--- src/rtl/sample_pacer.sv ---
// Sample pacer: buffers upstream samples in a small FIFO and releases one
// sample every PERIOD enabled clocks as a one-cycle new-data strobe.
module sample_pacer #(
  parameter int DATA_W = 18,
  parameter int PERIOD = 16,
  parameter int DEPTH  = 4
) (
  input  logic                     Clk_i,
  input  logic                     Rst_i,
  input  logic                     Enable_i,
  input  logic [DATA_W-1:0]        Data_i,
  input  logic                     DataValid_i,
  output logic                     DataReady_o,
  input  logic                     ClrUnderrun_i,
  output logic [DATA_W-1:0]        Data_o,
  output logic                     DataNd_o,
  output logic                     Underrun_o,
  output logic [$clog2(DEPTH):0]   Level_o
);

  localparam int PTR_W = $clog2(DEPTH);
  localparam int LVL_W = PTR_W + 1;
  localparam int CNT_W = (PERIOD > 2) ? $clog2(PERIOD) : 1;

  localparam logic [CNT_W-1:0] CNT_MAX = CNT_W'(PERIOD - 1);
  localparam logic [LVL_W-1:0] LVL_MAX = LVL_W'(DEPTH);

  logic [DATA_W-1:0] mem_q [DEPTH];

  logic [CNT_W-1:0]  cnt_q, cnt_d;
  logic [PTR_W-1:0]  wr_ptr_q, wr_ptr_d;
  logic [PTR_W-1:0]  rd_ptr_q, rd_ptr_d;
  logic [LVL_W-1:0]  level_q, level_d;
  logic [DATA_W-1:0] data_q, data_d;
  logic              nd_q, nd_d;
  logic              underrun_q, underrun_d;

  logic tick;
  logic empty;
  logic push;
  logic pop;

  always_comb begin
    tick  = Enable_i && (cnt_q == CNT_MAX);
    empty = (level_q == '0);
    // Ready comes from registered occupancy only, so a pop on this edge
    // never frees a slot for a push on the same edge.
    push  = DataValid_i && (level_q < LVL_MAX);
    pop   = tick && !empty;
  end

  always_comb begin
    cnt_d      = cnt_q;
    wr_ptr_d   = wr_ptr_q;
    rd_ptr_d   = rd_ptr_q;
    level_d    = level_q + LVL_W'(push) - LVL_W'(pop);
    data_d     = data_q;
    nd_d       = tick;
    underrun_d = underrun_q;

    if (!Enable_i || tick) cnt_d = '0;
    else                   cnt_d = cnt_q + CNT_W'(1);

    if (push) wr_ptr_d = wr_ptr_q + PTR_W'(1);
    if (pop)  rd_ptr_d = rd_ptr_q + PTR_W'(1);

    if (tick) data_d = empty ? '0 : mem_q[rd_ptr_q];

    // An empty-FIFO strobe takes priority over a clear on the same edge.
    if (tick && empty)      underrun_d = 1'b1;
    else if (ClrUnderrun_i) underrun_d = 1'b0;
  end

  // NOTE: sequential state uses non-blocking assignments so every flop
  // samples the pre-edge value of every other flop.
  always_ff @(posedge Clk_i or negedge Rst_i) begin
    if (!Rst_i) begin
      cnt_q      <= '0;
      wr_ptr_q   <= '0;
      rd_ptr_q   <= '0;
      level_q    <= '0;
      data_q     <= '0;
      nd_q       <= 1'b0;
      underrun_q <= 1'b0;
    end else begin
      cnt_q      <= cnt_d;
      wr_ptr_q   <= wr_ptr_d;
      rd_ptr_q   <= rd_ptr_d;
      level_q    <= level_d;
      data_q     <= data_d;
      nd_q       <= nd_d;
      underrun_q <= underrun_d;
    end
  end

  // NOTE: the storage array has no reset; zeroing the occupancy and pointers
  // already discards its contents, and leaving it unreset keeps it a plain RAM.
  always_ff @(posedge Clk_i) begin
    if (push) mem_q[wr_ptr_q] <= Data_i;
  end

  assign DataReady_o = (level_q < LVL_MAX);
  assign Data_o      = data_q;
  assign DataNd_o    = nd_q;
  assign Underrun_o  = underrun_q;
  assign Level_o     = level_q;

endmodule

--- config.mk ---
export PLATFORM = sky130hd
export DESIGN_NAME = sample_pacer
export DESIGN_NICKNAME = d
export VERILOG_FILES = /design/src/rtl/sample_pacer.sv
export SDC_FILE = /design/constraint.sdc
export NUM_CORES = 1
export LEC_CHECK = 0
export CAP_MARGIN = 40
export CORE_MARGIN = 10
export CORE_UTILIZATION = 50
export DETAILED_ROUTE_END_ITERATION = 10
export DONT_BUFFER_PORTS = 1
export PLACE_DENSITY = 0.76
export RECOVER_POWER = 50
export SLEW_MARGIN = 15
export SYNTH_ARGS = -nofsm -noshare
export SYNTH_HDL_FRONTEND = slang
export SYNTH_SLANG_ARGS = --single-unit
--- constraint.sdc ---
create_clock -name Clk_i -period 6.25 [get_ports Clk_i]
set_input_delay 1.25 -clock Clk_i [delete_from_list [all_inputs] [get_ports Clk_i]]
set_output_delay 1.25 -clock Clk_i [all_outputs]
set_load 0.1 [all_outputs]
==> metrics.md <==
| Metric | Value |
|---|---|
| Synth area leader | edfxtp_1 |
| Seq/Total Area, Yosys | approximately three quarters |
| Placement Setup Slack | roughly 2.6 ns |
| Total grt overflow | 0 |
| CP cell instances | nand4_1, clkbuf_1, nor2_2, buf_4, ha_1, inv_1, ha_1, fa_1, xnor2_1, xnor2_1 |
| Prevailing post-synth register cell | edfxtp_1 |
| Pleak | between 1.5 and 2 nW |
| GPL Wtd Cong | 0.6736 |
| Setup WS post-layout | about 2.9 ns |
| Routed via count | 1863 |
| Nets | 262 |
| Slew HR | approximately two fifths |
| Area fraction in and, or, nand and nor cells after synthesis | 2.517% |
| IO Count | 47 |
| DRT iter0 DRCs | between 100 and 150 |
| Vias in the first global route | about 2100 |
| Top Family by Delay on Critical Path | adder cells |
| Initial antenna violation count | 0 |
| Total of cells resized after clock tree synthesis | 0 |
| Status | finished, final reports clean |
| # Post-CTS Setup Buffers | 0 |
| Min cycle time layout | approximately 3.4 ns |
| Pwr per Cell Area | 326.6 mW/mm^2 |
| Hold Fails Final Rpt | 0 |
| Number of CTS-inserted buffers | 9 |
| Main combinational cell family by area after synthesis | multiplexers |
| First-pass GRT wire length | around 12 mm |
| Xor/xnor cell area share of the yosys netlist | under 10% |
| WP buf/inv | 3 |
| Hold_sp | cnt_q[0]$_DFF_PN0_ |
| Die span in y | about 110 um |
| Clock sink total | 103 |
| Async SR Flop Fraction | between 30% and 40% |
| Placed Instance Area | around 0.0047 sq mm |
| Compound-Gate Fraction of Synth Area | 4.840% |
| Synth top area share | between 50% and 60% |
| Worst Tran Pin Value | slightly below 0.9 ns |
| Post-Synthesis Cell Area | ~0.0039 sq mm |
| Routed WL per cell | between 20 and 25 um |
| Setup crit start kind | input port |
| Critical Path Max Stage Delay | about 0.52 ns |
| Most frequent cells in the layout | edfxtp_1, dfrtp_1, buf_16 |
| CTS tree | built |
| Rows | 32 |
| Syn nets | 223 |
| Cell count after synthesis | 192 |
| Most common cell after layout, fill and taps aside | edfxtp_1 |
| First-pass DRT Iterations | 4 |
| Setup TNS Final | 0 ns |
| Root Driver | clkbuf_8 |
| H-tree levels | 3 |
| Synth Area in Adders | roughly 2.8% |
| Clock Pin Slew Worst Setup and Hold Paths | ~0.09 ns |
| Clock Skew | roughly 0.016 ns |
| Number of synthesized flops with an enable pin | 72 |
| Slowest CP cell | clkbuf_1 |
| Setup violators final | 0 |
| HP Class | flop to flop |
| Drt total wl | 7.377 mm |
| Reg2reg start | cnt_q[0]$_DFF_PN0_ |
| Clk_lat worst skew | roughly 0.36 ns |
| Antenna fix cells | 0 |
| Distinct cells, synth | 24 |
| Hold path endpoint | cnt_q[0]$_DFF_PN0_ |
| Most area-consuming cells after synthesis | edfxtp_1, dfrtp_1, mux4_2 |
| Crit Path Max Fanout | 20 |
| Bufs on Longest Clock Path | 2 |
| Max rail drop VDD | between 0.0001 and 0.00015 V |
| # port buffers | 0 |
| Max cap viols | 0 |
| Layout cells sized above 1 | 27.12% |
| Post-route ant nets | 0 |
| Hold path depth | 1 |
| Cts hold-fix bufs | 0 |
| P&R area growth vs syn | 25.81% |
| CP arrival | 3.68 ns |
| Fmax | 294.4 MHz |
| Max Slew Vio Count | 0 |
| R2R Setup Slk | ~3 ns |
| CP required | approximately 6.5 ns |
| Tcrit/Tclk final | about 54% |
| Initial core utilization | around 51% |
| Die width | between 100 and 150 um |
| # DRC | 0 |
| Setup repair after global routing missed its margin | false |
| Ys Warns | 0 |
| Setup CP Type | input port to flop |
| R2r endpoint | Level_o[2]$_DFF_PN0_ |
| Total GRT Usage | between 10% and 20% |
| Synthesized flop and latch total | slightly above 100 |
| Worst Reg2Reg Path Length in Cells | 11 |
| Vias/cell | 5.512 |
| Crit end category | flop |
| Final non-filler cell area | a little under 0.005 sq mm |
| Die area | 0.01168 sq mm |
| Syn avg cell area | between 20 and 25 sq um |
| Mux cell area share after synthesis | a little over a tenth |
| Core Box Area | ~0.0076 sq mm |
| Hpwl dp | approximately 5.3 mm |
| Maximum number of pins on one net before global-route repair | 32 |
[stage by stage]
stage	std cells	util (%)	power, mW	hold slack, ns
after floorplan	192	-	1.059	0.4405
after global placement	287	51.88	1.094	0.4535
after detailed placement	321	61.42	1.211	0.4825
after CTS	337	63.91	1.609	0.4953
after global routing	338	63.79	1.662	0.5140
final	338	63.79	1.593	0.4959
[final cells by class]
cell class	instances	area, sq um
Sequential cell	103	2938
Fill cell	519	2769
Multi-Input combinational cell	71	848.3
Timing Repair Buffer	37	740.7
Clock buffer	12	135.1
Tap cell	102	127.6
Clock inverter	4	55.05
Inverter	9	33.78
[worst reg2reg max path: stages, from the launching register on]
cell and delay (ns):
dfrtp_1 0.42, ha_1 0.27, nand4_1 0.37, clkbuf_1 0.52
nor2_2 0.08, buf_4 0.23, ha_1 0.29, inv_1 0.04
ha_1 0.18, fa_1 0.38, xnor2_1 0.20, xnor2_1 0.15
[routing by layer]
| layer | wire [um] | vias to the layer above | part of all wire (%) | GRT usage (%) |
|---|---|---|---|---|
| met3 | 568 | 5 | 7.7 | 5.711 |
| met5 | 0 | - | 0 | 0 |
| li1 | - | 825 | - | - |
| met4 | 95 | 0 | 1.3 | 4.485 |
| met2 | 4034 | 61 | 55 | 23.06 |
| met1 | 2678 | 972 | 36 | 14.71 |
[report_power, final]
group          total [mW]  switching, mW  leakage (nW)  internal, mW
Combinational       0.333          0.202         0.660         0.131
Sequential          0.859         0.0379          1.07         0.822
Clock               0.401          0.213        0.0912         0.188
[Yosys cell counts (3+ instances only)]
master	count
buf_2	5
ha_1	7
dfrtp_1	31
and2_1	5
a22o_1	19
inv_1	9
xnor2_1	3
xor2_1	3
mux4_2	18
edfxtp_1	72
nand2_1	3
[state kept, by name (all words and copies together), names as in the netlist]
register / count
mem_q: 72
cnt_q: 4
DataNd_o: 1
rd_ptr_q: 2
wr_ptr_q: 2
Data_o: 18
Level_o: 3
Underrun_o: 1
[logic make-up after synthesis]
group / Yosys count
buf+inv: 18
compound gates: 22
simple gates: 17
fa+ha+maj: 8
flops: 103
mux: 18
xor+xnor: 6
[worst max-delay path by stage]
stage	depth (start not counted)	from	end	slack, ns
after floorplan	9	DataValid_i	Level_o[2]$_DFF_PN0_	3.32
after global placement	9	Enable_i	Level_o[2]$_DFF_PN0_	2.49
after detailed placement	10	Enable_i	Level_o[2]$_DFF_PN0_	2.64
after CTS	10	Enable_i	Level_o[2]$_DFF_PN0_	3.05
after global routing	10	Enable_i	Level_o[2]$_DFF_PN0_	2.76
final	10	Enable_i	Level_o[2]$_DFF_PN0_	2.85
No activity file was read; power rests on OpenSTA's default activity.
